File: config.mk
export PLATFORM = sky130hd
export DESIGN_NAME = fft_stage_sequencer_flat
export DESIGN_NICKNAME = d
export VERILOG_FILES = /design/src/rtl/fft_stage_sequencer_if.sv /design/src/rtl/fft_stage_sequencer.sv /design/src/flat_wrapper.sv
export SDC_FILE = /design/constraint.sdc
export NUM_CORES = 1
export LEC_CHECK = 0
export CAP_MARGIN = 15
export CORE_ASPECT_RATIO = 1.2
export CORE_MARGIN = 4
export CORE_UTILIZATION = 40
export DETAILED_ROUTE_END_ITERATION = 16
export SLEW_MARGIN = 15
export SYNTH_ARGS = -nofsm -noshare
export SYNTH_HDL_FRONTEND = slang
export SYNTH_SLANG_ARGS = --single-unit
File: constraint.sdc
create_clock -name clk -period 5.25 [get_ports clk]
set_input_delay 1.05 -clock clk [delete_from_list [all_inputs] [get_ports clk]]
set_output_delay 1.05 -clock clk [all_outputs]
set_load 0.02 [all_outputs]
File: src/rtl/fft_stage_sequencer_if.sv
// Handshake bundle between the FFT stage sequencer and its host/memory side.
// The slave modport is the sequencer; the master modport is whoever drives it.
interface fft_stage_sequencer_if #(
  parameter int unsigned N_LOG2 = 8
);
  localparam int unsigned AW = N_LOG2;
  localparam int unsigned TW = N_LOG2 - 1;
  localparam int unsigned SW = $clog2(N_LOG2);

  logic          start;
  logic          abort;
  logic          mem_ready;
  logic          rd_en;
  logic [AW-1:0] rd_addr_a;
  logic [AW-1:0] rd_addr_b;
  logic [TW-1:0] tw_addr;
  logic [SW-1:0] stage_idx;
  logic          wr_en;
  logic [AW-1:0] wr_addr_a;
  logic [AW-1:0] wr_addr_b;
  logic          busy;
  logic          done;

  modport master (
    output start, abort, mem_ready,
    input  rd_en, rd_addr_a, rd_addr_b, tw_addr, stage_idx,
    input  wr_en, wr_addr_a, wr_addr_b, busy, done
  );

  modport slave (
    input  start, abort, mem_ready,
    output rd_en, rd_addr_a, rd_addr_b, tw_addr, stage_idx,
    output wr_en, wr_addr_a, wr_addr_b, busy, done
  );
endinterface

File: src/rtl/fft_stage_sequencer.sv
// Radix-2 DIT in-place FFT address sequencer: issues butterfly reads stage by stage,
// tracks writebacks through a fixed-latency delay line and fences each stage.
module fft_stage_sequencer #(
  parameter int unsigned PIPE_LAT = 4,
  parameter int unsigned N_LOG2   = 8
) (
  input logic                  clk,
  input logic                  rst_n,
  fft_stage_sequencer_if.slave bus
);
  localparam int unsigned AW         = N_LOG2;
  localparam int unsigned TW         = N_LOG2 - 1;
  localparam int unsigned KW         = N_LOG2 - 1;
  localparam int unsigned SW         = $clog2(N_LOG2);
  localparam int unsigned SHW        = SW + 1;
  localparam int unsigned IFW        = $clog2(PIPE_LAT + 1) + 1;
  localparam int unsigned LAST_K     = (1 << KW) - 1;
  localparam int unsigned LAST_STAGE = N_LOG2 - 1;

  typedef enum logic [1:0] {IDLE, RUN, DRAIN, DONE} state_t;

  state_t                       state;
  logic [SW-1:0]                stage;
  logic [KW-1:0]                k;
  logic [IFW-1:0]               inflight;
  logic [PIPE_LAT-1:0]          dl_v;
  logic [PIPE_LAT-1:0][AW-1:0]  dl_a;
  logic [PIPE_LAT-1:0][AW-1:0]  dl_b;
  logic [AW-1:0]                last_a;
  logic [AW-1:0]                last_b;
  logic [TW-1:0]                last_tw;
  logic                         busy_q;
  logic                         done_q;

  logic                         issue;
  logic [AW-1:0]                half;
  logic [KW-1:0]                pos;
  logic [KW-1:0]                grp;
  logic [SHW-1:0]               sh_up;
  logic [SHW-1:0]               sh_tw;
  logic [AW-1:0]                cur_a;
  logic [AW-1:0]                cur_b;
  logic [TW-1:0]                cur_tw;

  // Butterfly k of stage s: insert a zero bit at position s of k for the upper operand.
  always_comb begin
    half   = AW'(1) << stage;
    pos    = k & KW'(half - AW'(1));
    grp    = k >> stage;
    sh_up  = SHW'(stage) + SHW'(1);
    sh_tw  = SHW'(TW) - SHW'(stage);
    cur_a  = (AW'(grp) << sh_up) | AW'(pos);
    cur_b  = cur_a + half;
    cur_tw = TW'(pos) << sh_tw;
  end

  assign issue = (state == RUN) && bus.mem_ready;

  // Read side follows mem_ready in the same cycle; idle cycles replay the last issue.
  assign bus.rd_en     = issue;
  assign bus.rd_addr_a = issue ? cur_a  : last_a;
  assign bus.rd_addr_b = issue ? cur_b  : last_b;
  assign bus.tw_addr   = issue ? cur_tw : last_tw;
  assign bus.stage_idx = stage;
  assign bus.wr_en     = dl_v[PIPE_LAT-1];
  assign bus.wr_addr_a = dl_a[PIPE_LAT-1];
  assign bus.wr_addr_b = dl_b[PIPE_LAT-1];
  assign bus.busy      = busy_q;
  assign bus.done      = done_q;

  always_ff @(posedge clk) begin
    if (!rst_n) begin
      state    <= IDLE;
      stage    <= '0;
      k        <= '0;
      inflight <= '0;
      dl_v     <= '0;
      dl_a     <= '0;
      dl_b     <= '0;
      last_a   <= '0;
      last_b   <= '0;
      last_tw  <= '0;
      busy_q   <= 1'b0;
      done_q   <= 1'b0;
    end else begin
      // Writeback delay line free-runs regardless of memory back-pressure.
      dl_v[0] <= issue;
      dl_a[0] <= cur_a;
      dl_b[0] <= cur_b;
      for (int i = 1; i < int'(PIPE_LAT); i++) begin
        dl_v[i] <= dl_v[i-1];
        dl_a[i] <= dl_a[i-1];
        dl_b[i] <= dl_b[i-1];
      end

      if (issue && !bus.wr_en) begin
        inflight <= inflight + IFW'(1);
      end else if (!issue && bus.wr_en) begin
        inflight <= inflight - IFW'(1);
      end

      if (issue) begin
        k       <= k + KW'(1);
        last_a  <= cur_a;
        last_b  <= cur_b;
        last_tw <= cur_tw;
      end

      done_q <= 1'b0;

      case (state)
        IDLE: begin
          if (bus.start) begin
            state  <= RUN;
            stage  <= '0;
            k      <= '0;
            busy_q <= 1'b1;
          end
        end
        RUN: begin
          if (issue && (k == KW'(LAST_K))) begin
            state <= DRAIN;
          end
        end
        DRAIN: begin
          // Next stage reads only after every write of this stage has landed.
          if (inflight == '0) begin
            if (stage == SW'(LAST_STAGE)) begin
              state  <= DONE;
              done_q <= 1'b1;
            end else begin
              stage <= stage + SW'(1);
              state <= RUN;
            end
          end
        end
        DONE: begin
          state  <= IDLE;
          busy_q <= 1'b0;
        end
        default: begin
          state  <= IDLE;
          busy_q <= 1'b0;
        end
      endcase

      if (bus.abort && (state != IDLE)) begin
        state    <= IDLE;
        busy_q   <= 1'b0;
        done_q   <= 1'b0;
        inflight <= '0;
        dl_v     <= '0;
        k        <= '0;
      end
    end
  end
endmodule

File: src/flat_wrapper.sv
// flat-port wrapper written by rule: the top's interface ports become plain ports
module fft_stage_sequencer_flat 
#(
  parameter int unsigned PIPE_LAT = 4,
  parameter int unsigned N_LOG2   = 8
)
  (clk, rst_n, bus_start, bus_abort, bus_mem_ready, bus_rd_en, bus_rd_addr_a, bus_rd_addr_b, bus_tw_addr, bus_stage_idx, bus_wr_en, bus_wr_addr_a, bus_wr_addr_b, bus_busy, bus_done);
  fft_stage_sequencer_if #(.N_LOG2(N_LOG2)) bus_i ();
  input logic clk;
  input logic rst_n;
  input wire logic [$bits(bus_i.start)-1:0] bus_start;
  input wire logic [$bits(bus_i.abort)-1:0] bus_abort;
  input wire logic [$bits(bus_i.mem_ready)-1:0] bus_mem_ready;
  output wire logic [$bits(bus_i.rd_en)-1:0] bus_rd_en;
  output wire logic [$bits(bus_i.rd_addr_a)-1:0] bus_rd_addr_a;
  output wire logic [$bits(bus_i.rd_addr_b)-1:0] bus_rd_addr_b;
  output wire logic [$bits(bus_i.tw_addr)-1:0] bus_tw_addr;
  output wire logic [$bits(bus_i.stage_idx)-1:0] bus_stage_idx;
  output wire logic [$bits(bus_i.wr_en)-1:0] bus_wr_en;
  output wire logic [$bits(bus_i.wr_addr_a)-1:0] bus_wr_addr_a;
  output wire logic [$bits(bus_i.wr_addr_b)-1:0] bus_wr_addr_b;
  output wire logic [$bits(bus_i.busy)-1:0] bus_busy;
  output wire logic [$bits(bus_i.done)-1:0] bus_done;
  assign bus_i.start = bus_start;
  assign bus_i.abort = bus_abort;
  assign bus_i.mem_ready = bus_mem_ready;
  assign bus_rd_en = bus_i.rd_en;
  assign bus_rd_addr_a = bus_i.rd_addr_a;
  assign bus_rd_addr_b = bus_i.rd_addr_b;
  assign bus_tw_addr = bus_i.tw_addr;
  assign bus_stage_idx = bus_i.stage_idx;
  assign bus_wr_en = bus_i.wr_en;
  assign bus_wr_addr_a = bus_i.wr_addr_a;
  assign bus_wr_addr_b = bus_i.wr_addr_b;
  assign bus_busy = bus_i.busy;
  assign bus_done = bus_i.done;
  fft_stage_sequencer #(.PIPE_LAT(PIPE_LAT), .N_LOG2(N_LOG2)) u_core (.clk(clk), .rst_n(rst_n), .bus(bus_i));
endmodule
After elaboration in Yosys (flattened, before gate mapping)
Index checks and enable logic that the tools add are counted.
{"block": "op_classes", "n_addsub": 8, "n_eq_ne": 9, "shift": 4, "n_mux": 20, "n_bitwise": 5, "reduce_logical": 18}
{"cell": "two-way mux 7 bit", "n": 4}
{"cell": "two-way mux 8 bit", "n": 2}
{"cell": "two-way mux 3 bit", "n": 3}
{"cell": "adder 8 bit", "n": 1}
{"cell": "two-way mux 2 bit", "n": 4}
{"cell": "two-way mux 4 bit", "n": 2}
{"cell": "bitwise OR 8 x 7 -> 8 bit", "n": 1}
{"cell": "one-hot mux 2 bit (4 select lines)", "n": 1}
{"cell": "nonzero test 2 bit", "n": 4}
{"cell": "<< shifter 1 x 3 -> 8 bit, first input constant", "n": 1}
{"cell": "<< shifter 7 x 4 -> 8 bit", "n": 1}
{"cell": "adder 7 x 1 -> 7 bit, second input constant", "n": 1}
{"cell": "bitwise AND 7 bit", "n": 1}
{"cell": "== test 7 bit, second input constant", "n": 1}
{"cell": "<< shifter 7 x 4 -> 7 bit", "n": 1}
{"cell": ">> shifter 7 x 3 -> 7 bit", "n": 1}
{"cell": "subtractor 7 x 1 -> 7 bit, second input constant", "n": 1}
{"cell": "inequality test 2 bit, second input constant", "n": 3}
{"cell": "one-hot mux 3 bit (2 select lines)", "n": 1}
{"cell": "logical AND 1 bit", "n": 5}
{"cell": "adder 3 x 1 -> 4 bit, second input constant", "n": 1}
{"cell": "adder 4 x 1 -> 4 bit, second input constant", "n": 1}
{"cell": "== test 2 bit, second input constant", "n": 2}
{"cell": "zero test 4 bit", "n": 1}
{"cell": "16 further kinds", "n": 20}
{"block": "totals", "ff_bits": 109, "inputBits": 5, "out_inout_bits": 46, "wordCells": 82}

Depth between registers and ports, before layout
Gate-level depths: netlist (run 1).
{"block": "depth", "ltp_word": 6, "mapped_depth": 17, "ltp_nobuf": 15}

Worst setup path before layout (run 1)
No wires, ideal clock.
{"block": "synth_path", "kind": "reg2out", "startpoint": "register u_core.stage[1], in the netlist u_core.bus.stage_idx[1]", "endpoint": "output port bus_rd_addr_b[7]", "arrival_ps": 3941, "t_required_ps": 4200, "setup_slack_ps": 259, "stages_incl_launch_ff": 16, "path_buffers": 3, "path_cell_list": "dfxtp_1 buf_1 inv_1 ha_1 clkbuf_1 clkbuf_1 inv_1 a32oi_1 inv_1 ha_1 a21oi_1 o211ai_1 a2111o_1 nand2_1 xnor3_1 o21ai_2"}
{"block": "synth_via", "elab_chain_len": 6, "elab_cells_between_ends": 9, "cone_classes": "add/sub (3); shift (3); mux (1); bitwise (2)"}
{"element": "start, declared", "line_no": "fft_stage_sequencer.sv:23", "rtl": "logic [SW-1:0] stage;"}
{"element": "start signal, assigned", "line_no": "fft_stage_sequencer.sv:132", "rtl": "stage <= stage + SW'(1);"}
{"element": "<< shifter 1 x 3 -> 8 bit", "line_no": "fft_stage_sequencer.sv:47", "rtl": "half = AW'(1) << stage;"}
{"element": "subtractor 7 x 1 -> 7 bit", "line_no": "fft_stage_sequencer.sv:48", "rtl": "pos = k & KW'(half - AW'(1));"}
{"element": "bitwise AND 7 bit", "line_no": "fft_stage_sequencer.sv:48"}
{"element": "bitwise OR 8 x 7 -> 8 bit (*)", "line_no": "fft_stage_sequencer.sv:52", "rtl": "cur_a = (AW'(grp) << sh_up) | AW'(pos);"}
{"element": "named net u_core.cur_a[1]", "line_no": "fft_stage_sequencer.sv:41", "rtl": "logic [AW-1:0] cur_a;"}
{"element": "adder 8 bit (*)", "line_no": "fft_stage_sequencer.sv:53", "rtl": "cur_b = cur_a + half;"}
{"element": "two-way mux 8 bit (*)", "line_no": "fft_stage_sequencer.sv:62", "rtl": "assign bus.rd_addr_b = issue ? cur_b : last_b;"}
{"element": "end, declared", "line_no": "flat_wrapper.sv:16", "rtl": "output wire logic [$bits(bus_i.rd_addr_b)-1:0] bus_rd_addr_b;"}
Mark *: on every way through the listed nets, which the timed path passes. The rest lies on a longest branch.

Final worst setup path (run 1)
{"block": "layout_path", "startpoint": "register u_core.stage[0], in the netlist u_core.bus.stage_idx[0]", "endpoint": "output port bus_rd_addr_b[5]"}
Same word-level chain as after synthesis.

==> flow_summary.yaml, run 1 <==
timing:
  maxSlewHeadroom_pct: 54.87
  finalSetupTns_ns: 0
  worstMarginPinSlew_ns: 0.6762
  finalCritPeriodShare_pct: 94.57
  fin_crit_ns: 4.965
  slew_violations: 0
  clock.fmax_mhz: 201.4
  rsz0062_at_grt: "false"
  setup_viol: 0
  final-hold-violation-count: 0
  finClkSkew_ns: 0.01031
grt:
  grt_pass1_wl_mm: 18.72
  grt_pass1_vias: 3587
  overflow: 0
  grtUsageTotal_pct: 17.21
  antenna_found_initial: 0
  grt_start_max_net_pins: 56
clock_tree:
  htreeDepth: 3
  cts_tree: "yes"
  path_clk_slew_ns: 0.07
  postCtsResizedCells: 6
  clock-sinks: 109
  postCtsSetupRepairBufs: 0
  cts_buffers: 9
  clockRootBuffer: "clkbuf_16"
  clk_latency_ns: 0.34
  hold_buffers: 0
  clockBufferDepth: 2
placement:
  dpl.hpwl_mm: 8.471
  gp_congestion: 0.9116
  placed_cells: 724
  io_buffer_count: 50
floorplanning:
  die_h_um: 129.0
  die_w_um: 108.8
  dieArea_um2: 14030
  placementRows: 43
  start_util_pct: 41.59
  io_pins: 51
  core_um2: 11730
setup_path:
  end_kind: "primary output"
  crit_chain: "buf_4 -> mux2i_2 -> o221ai_1 -> mux2_2 -> a311o_1 -> ha_1 -> inv_1 -> o211ai_1 -> a21oi_1 -> xnor2_1 -> mux2_2 -> clkdlybuf4s50_1"
  critical_path_class: "reg -> out"
  worst_path_largest_cell_delay_ns: 0.59
  worstPathMaxFanout: 10
  cp.required_ns: 4.20
  slowest_stage: "clkdlybuf4s50_1"
  cpMostUsedCell: "mux2_2"
  arrival_ns: 3.92
  start_kind: "flip-flop"
layout:
  n_antenna_cell: 0
  register_area_um2: 2188
  drive_gt1_share_pct: 12.18
  nFillCells: 1171
  final_util_pct: 50.09
  fin_nets: 602
  area_growth_pct: 20.42
  fin_cells: 740
  multiInputGateArea_um2: 2395
yosys:
  synth.most_common_cell: "dfxtp_1"
  postSynthCellCount: 533
  synth.avg_cell_area_um2: 9.153
  ys_seq_area_share_pct: 44.73
  yosys.area.top_type: "dfxtp_1"
  ys_top_cells_by_area: "dfxtp_1, and2_1, ha_1"
  synth_top_area_share_pct: 44.73
  ys.warnings.count: 0
  syn_area_um2: 4878
  synth.net_count: 557
  synthArstFlopShare_pct: 0
  yosysUniqueCellTypes: 59
  synth_seq_cells: 109
  synthFlopType: "dfxtp_1"
  yosys-top-cells-count: "dfxtp_1, and2_1, nand2_1, nor2_1, clkbuf_1"
  synth_enable_flop_cells: 0
pwr:
  seq_power_share_pct: 51.5
  switching_power_uw: 376.0
  peakVddDrop_mv: 0.2119
  p_clk_share_pct: 42.5
  p_int_uw: 1257
  p_sw_share_pct: 23.02
  powerDensity_nw_per_um2: 278.1
  power.leakage_uw: 0.002475
  comb_power_share_pct: 6.0
routing:
  wl_met3_um: 411
  route.top_layer_used: "met4"
  route.met2.wl_mm: 5.610
  routedWlPerCell_um: 15.36
  dr.pass1.iters: 5
  routed_wirelength_mm: 11.37
  drtIter0Drc: 146
  viasPerCell: 5.011
  ant_nets: 0
  met1Wirelength_mm: 5.004
  vias: 3708
  drc: 0
status:
  status: "completed"
run:
  maxCapViolations: 0
min_path:
  hp-class: "reg -> reg"
==> final timing paths <==
kind / endpoint / start / slack, ns / cells past startpoint
worst min register to register: u_core.dl_b[15]$_SDFF_PN0_ / u_core.dl_b[7]$_SDFF_PN0_ / 0.42 / 1
worst max register to register: u_core.last_b[7]$_SDFF_PN0_ / u_core.bus.stage_idx[1]$_SDFFE_PN0P_ / 1.87 / 14
worst min-delay path: u_core.dl_b[15]$_SDFF_PN0_ / u_core.dl_b[7]$_SDFF_PN0_ / 0.42 / 1
worst max-delay path: bus_rd_addr_b[5] / u_core.bus.stage_idx[0]$_SDFFE_PN0P_ / 0.28 / 12
==> power by group through the flow <==
stage	combinational, uW	clock [uW]	sequential [uW]
3_5_place_dp	99.9	0	862
2_1_floorplan	63.0	0	860
5_1_grt	108	754	844
6_report	98.0	693	842
4_1_cts	100	722	843
3_3_place_gp	97.8	0	862
==> logic make-up after synthesis <==
| logic type | Yosys count | share of synthesized area, % |
|---|---|---|
| XOR/XNOR | 16 | 3.155 |
| buffers and inverters | 64 | 6.309 |
| AND/OR/NAND/NOR | 211 | 22.70 |
| adder cells (fa/ha/maj) | 19 | 5.181 |
| multiplexers | 20 | 4.668 |
| AO/OA/AOI/OAI | 94 | 13.26 |
| flip-flops | 109 | 44.73 |
==> layout by cell type, fill, tap and decap left out, types with 10 or more instances in the layout <==
cell and count:
clkdlybuf4s50_1 46, nand3_1 12, o21ai_0 20, ha_1 16
dfxtp_1 106, nor3_1 11, nor2_1 36, buf_4 29
nor2b_1 10, a21oi_1 23, nand2_1 41, inv_1 17
and2_1 75
==> worst max-delay path, delay by kind of cell (launching register included) <==
| kind | cells | cell delay, ns |
|---|---|---|
| xor+xnor | 1 | 0.24 |
| mux | 3 | 0.82 |
| fa+ha+maj | 1 | 0.34 |
| compound gates | 4 | 0.93 |
| buf+inv | 3 | 0.82 |
| flops | 1 | 0.42 |
==> area by class of cell <==
cell class | instances | share of cell area, %
clock buffers | 9 | 3.834
clock inverters | 7 | 1.512
inverters | 19 | 1.214
multi-input cells | 360 | 40.77
flip-flops and latches | 109 | 37.25
well taps | 157 | 3.344
repair buffers | 79 | 12.08
==> registers in the layout, indices dropped and copies added, names as in the netlist <==
signal / cells
u_core.bus.busy: 1
u_core.bus.done: 1
u_core.bus.stage_idx: 3
u_core.bus.wr_addr_a: 8
u_core.bus.wr_addr_b: 8
u_core.dl_a: 24
u_core.dl_b: 24
u_core.dl_v: 4
u_core.inflight: 4
u_core.k: 7
u_core.last_a: 8
u_core.last_b: 8
u_core.last_tw: 7
u_core.state: 2
==> stage by stage <==
step	power (uW)	hold WS (ns)	area [um^2]	worst slack [ns]
after CTS	1665	0.4332	5872	0.1692
after global routing	1706	0.4434	5874	0.01093
final	1633	0.4237	5874	0.2850
after global placement	959.4	0.4129	5552	0.1930
after floorplan	923.5	0.4119	4878	0.2589
after detailed placement	961.9	0.4179	5552	0.1414
==> routing by layer <==
metal	vias up	GRT usage [%]
met4	0	8.098
met5	-	0
met3	18	3.562
met2	72	29.03
li1	1880	-
met1	1738	20.90
Note: power is estimated with default switching activity, not from simulation.
==> run 2, diff against run 1 <==
- REMOVE_ABC_BUFFERS: not set -> 1
==> run 2 against run 1 <==
Clock power fell by 9.8%. Cell count is 0.41% higher. Setup slack got worse by 0.060 ns.
==> flow_summary.yaml, run 2 (synthesis results as in run 1) <==
status:
  status: "completed"
timing:
  setup_viol: 0
  worstMarginPinSlew_ns: 0.5878
  clock.fmax_mhz: 199.0
  final-hold-violation-count: 0
  timing.hold.ws_ns: 0.4309
  fin_crit_ns: 5.026
  maxSlewHeadroom_pct: 60.77
  finalSetupTns_ns: 0
  finClkSkew_ns: 0.006644
  finalCritPeriodShare_pct: 95.72
  rsz0062_at_grt: "false"
  slew_violations: 0
routing:
  routedWlPerCell_um: 14.41
  drc: 0
  ant_nets: 0
  met1Wirelength_mm: 4.637
  viasPerCell: 4.917
  routed_wirelength_mm: 10.70
  vias: 3653
  drtIter0Drc: 125
  wl_met3_um: 444
  route.top_layer_used: "met4"
  route.met2.wl_mm: 5.491
  dr.pass1.iters: 4
setup_path:
  worst_path_largest_cell_delay_ns: 0.60
  arrival_ns: 3.98
  start_kind: "flip-flop"
  worst-path-buf-inv: 5
  slowest_stage: "clkdlybuf4s50_1"
  end_kind: "primary output"
  cp.required_ns: 4.20
  worstPathMaxFanout: 26
  critical_path_class: "reg -> out"
  r2r_slack_ns: 1.80
  crit_chain: "buf_12 -> mux2_2 -> a222oi_1 -> buf_4 -> buf_4 -> nor4_1 -> a311o_1 -> ha_1 -> inv_1 -> o211ai_1 -> a21oi_1 -> xnor2_1 -> mux2_2 -> clkdlybuf4s50_1"
  critical_path_cell_count: 14
  reg2reg_depth: 14
  cp_top_family: "buffers and inverters"
grt:
  grt_start_max_net_pins: 80
  grtUsageTotal_pct: 16.22
  antenna_found_initial: 0
  grt_pass1_vias: 3569
  overflow: 0
  grt_pass1_wl_mm: 17.62
clock_tree:
  hold_buffers: 0
  cts_tree: "yes"
  clockRootBuffer: "clkbuf_16"
  cts_buffers: 9
  clockBufferDepth: 2
  clock-sinks: 109
  htreeDepth: 3
  clk_latency_ns: 0.35
  path_clk_slew_ns: 0.07
layout:
  nFillCells: 1183
  drive_gt1_share_pct: 12.63
  final_common_cell: "dfxtp_1"
  final_area_um2: 5872
  fin_nets: 605
  area_growth_pct: 20.36
  largest_registers: "u_core.dl_a: 24 flops, u_core.dl_b: 24 flops"
  n_antenna_cell: 0
  fin_cells: 743
  final_util_pct: 50.06
  final_cell_mix: "dfxtp_1, and2_1, clkdlybuf4s50_1"
min_path:
  hold_depth: 1
  hp-class: "reg -> reg"
floorplanning:
  die_h_um: 129.0
  placementRows: 43
  dieArea_um2: 14030
  start_util_pct: 41.59
  die_w_um: 108.8
  io_pins: 51
  core_um2: 11730
placement:
  place_area_um2: 5579
  dpl.hpwl_mm: 7.981
  io_buffer_count: 50
  gp_congestion: 0.8325
  placed_cells: 726
run:
  maxCapViolations: 0
pwr:
  peakVddDrop_mv: 0.2109
  powerDensity_nw_per_um2: 265.8
  power.leakage_uw: 0.002485
run 2: cell types whose count changed in the layout (fill, tap and decap cells not counted), sizes merged:
cell / delta
inv: -2
buf: +3
bufinv: -1
dlygate4sd2: -1
clkbuf: +3
clkinv: +1
run 2: timing repair:
item | in CTS | in global routing
setup buffers | 1 | 0
endpoints found under the setup margin | 3 | 3
gates resized for setup | 5 | 8
pin swaps | 1 | 0
run 2: worst reg2reg max path: stages, from the launching register on:
cell,delay [ns]
dfxtp_1,0.35
buf_12,0.19
mux2_2,0.35
a222oi_1,0.29
buf_4,0.18
buf_4,0.12
nor4_1,0.04
a311o_1,0.33
ha_1,0.33
nor2b_1,0.14
o21ai_0,0.18
a21boi_0,0.13
o21a_1,0.21
or3_1,0.37
a31oi_1,0.16
run 2: area by class of cell:
class | count | area, um^2 | area share [%]
well taps | 157 | 196.4 | 3.345
clock buffers | 11 | 242.7 | 4.134
flip-flops and latches | 109 | 2185 | 37.20
inverters | 19 | 71.32 | 1.215
repair buffers | 82 | 740.7 | 12.61
clock inverters | 5 | 36.28 | 0.6179
multi-input cells | 360 | 2400 | 40.87
run 2: metal layers:
| layer | up-vias | track usage (%) |
|---|---|---|
| li1 | 1881 | - |
| met1 | 1709 | 19.18 |
| met2 | 55 | 28.74 |
| met3 | 8 | 4.265 |
| met4 | 0 | 4.681 |
| met5 | - | 0 |
run 2: metrics by stage:
| stage | worst slack (ns) | power, uW |
|---|---|---|
| 6_report | 0.2245 | 1561 |
| 5_1_grt | 0.03645 | 1628 |
| 4_1_cts | 0.001339 | 1591 |
| 3_5_place_dp | 0.1391 | 957.1 |
| 3_3_place_gp | 0.1998 | 954.1 |
| 2_1_floorplan | -0.3534 | 916.2 |
run 2: path summary, 6_finish.rpt:
path	start	endpoint
setup / recovery	u_core.bus.stage_idx[0]$_SDFFE_PN0P_	bus_rd_addr_b[5]
hold / removal	u_core.dl_a[20]$_SDFF_PN0_	u_core.bus.wr_addr_a[4]$_SDFF_PN0_
setup reg to reg	u_core.bus.stage_idx[0]$_SDFFE_PN0P_	u_core.last_b[6]$_SDFF_PN0_
hold reg to reg	u_core.dl_a[20]$_SDFF_PN0_	u_core.bus.wr_addr_a[4]$_SDFF_PN0_
run 2: power by group:
part	switching (uW)	total [uW]	leakage, uW	internal [uW]
Clock	289	625	0.000139	335
Combinational	54.1	93.9	0.00146	39.9
Sequential	5.85	842	0.000881	836
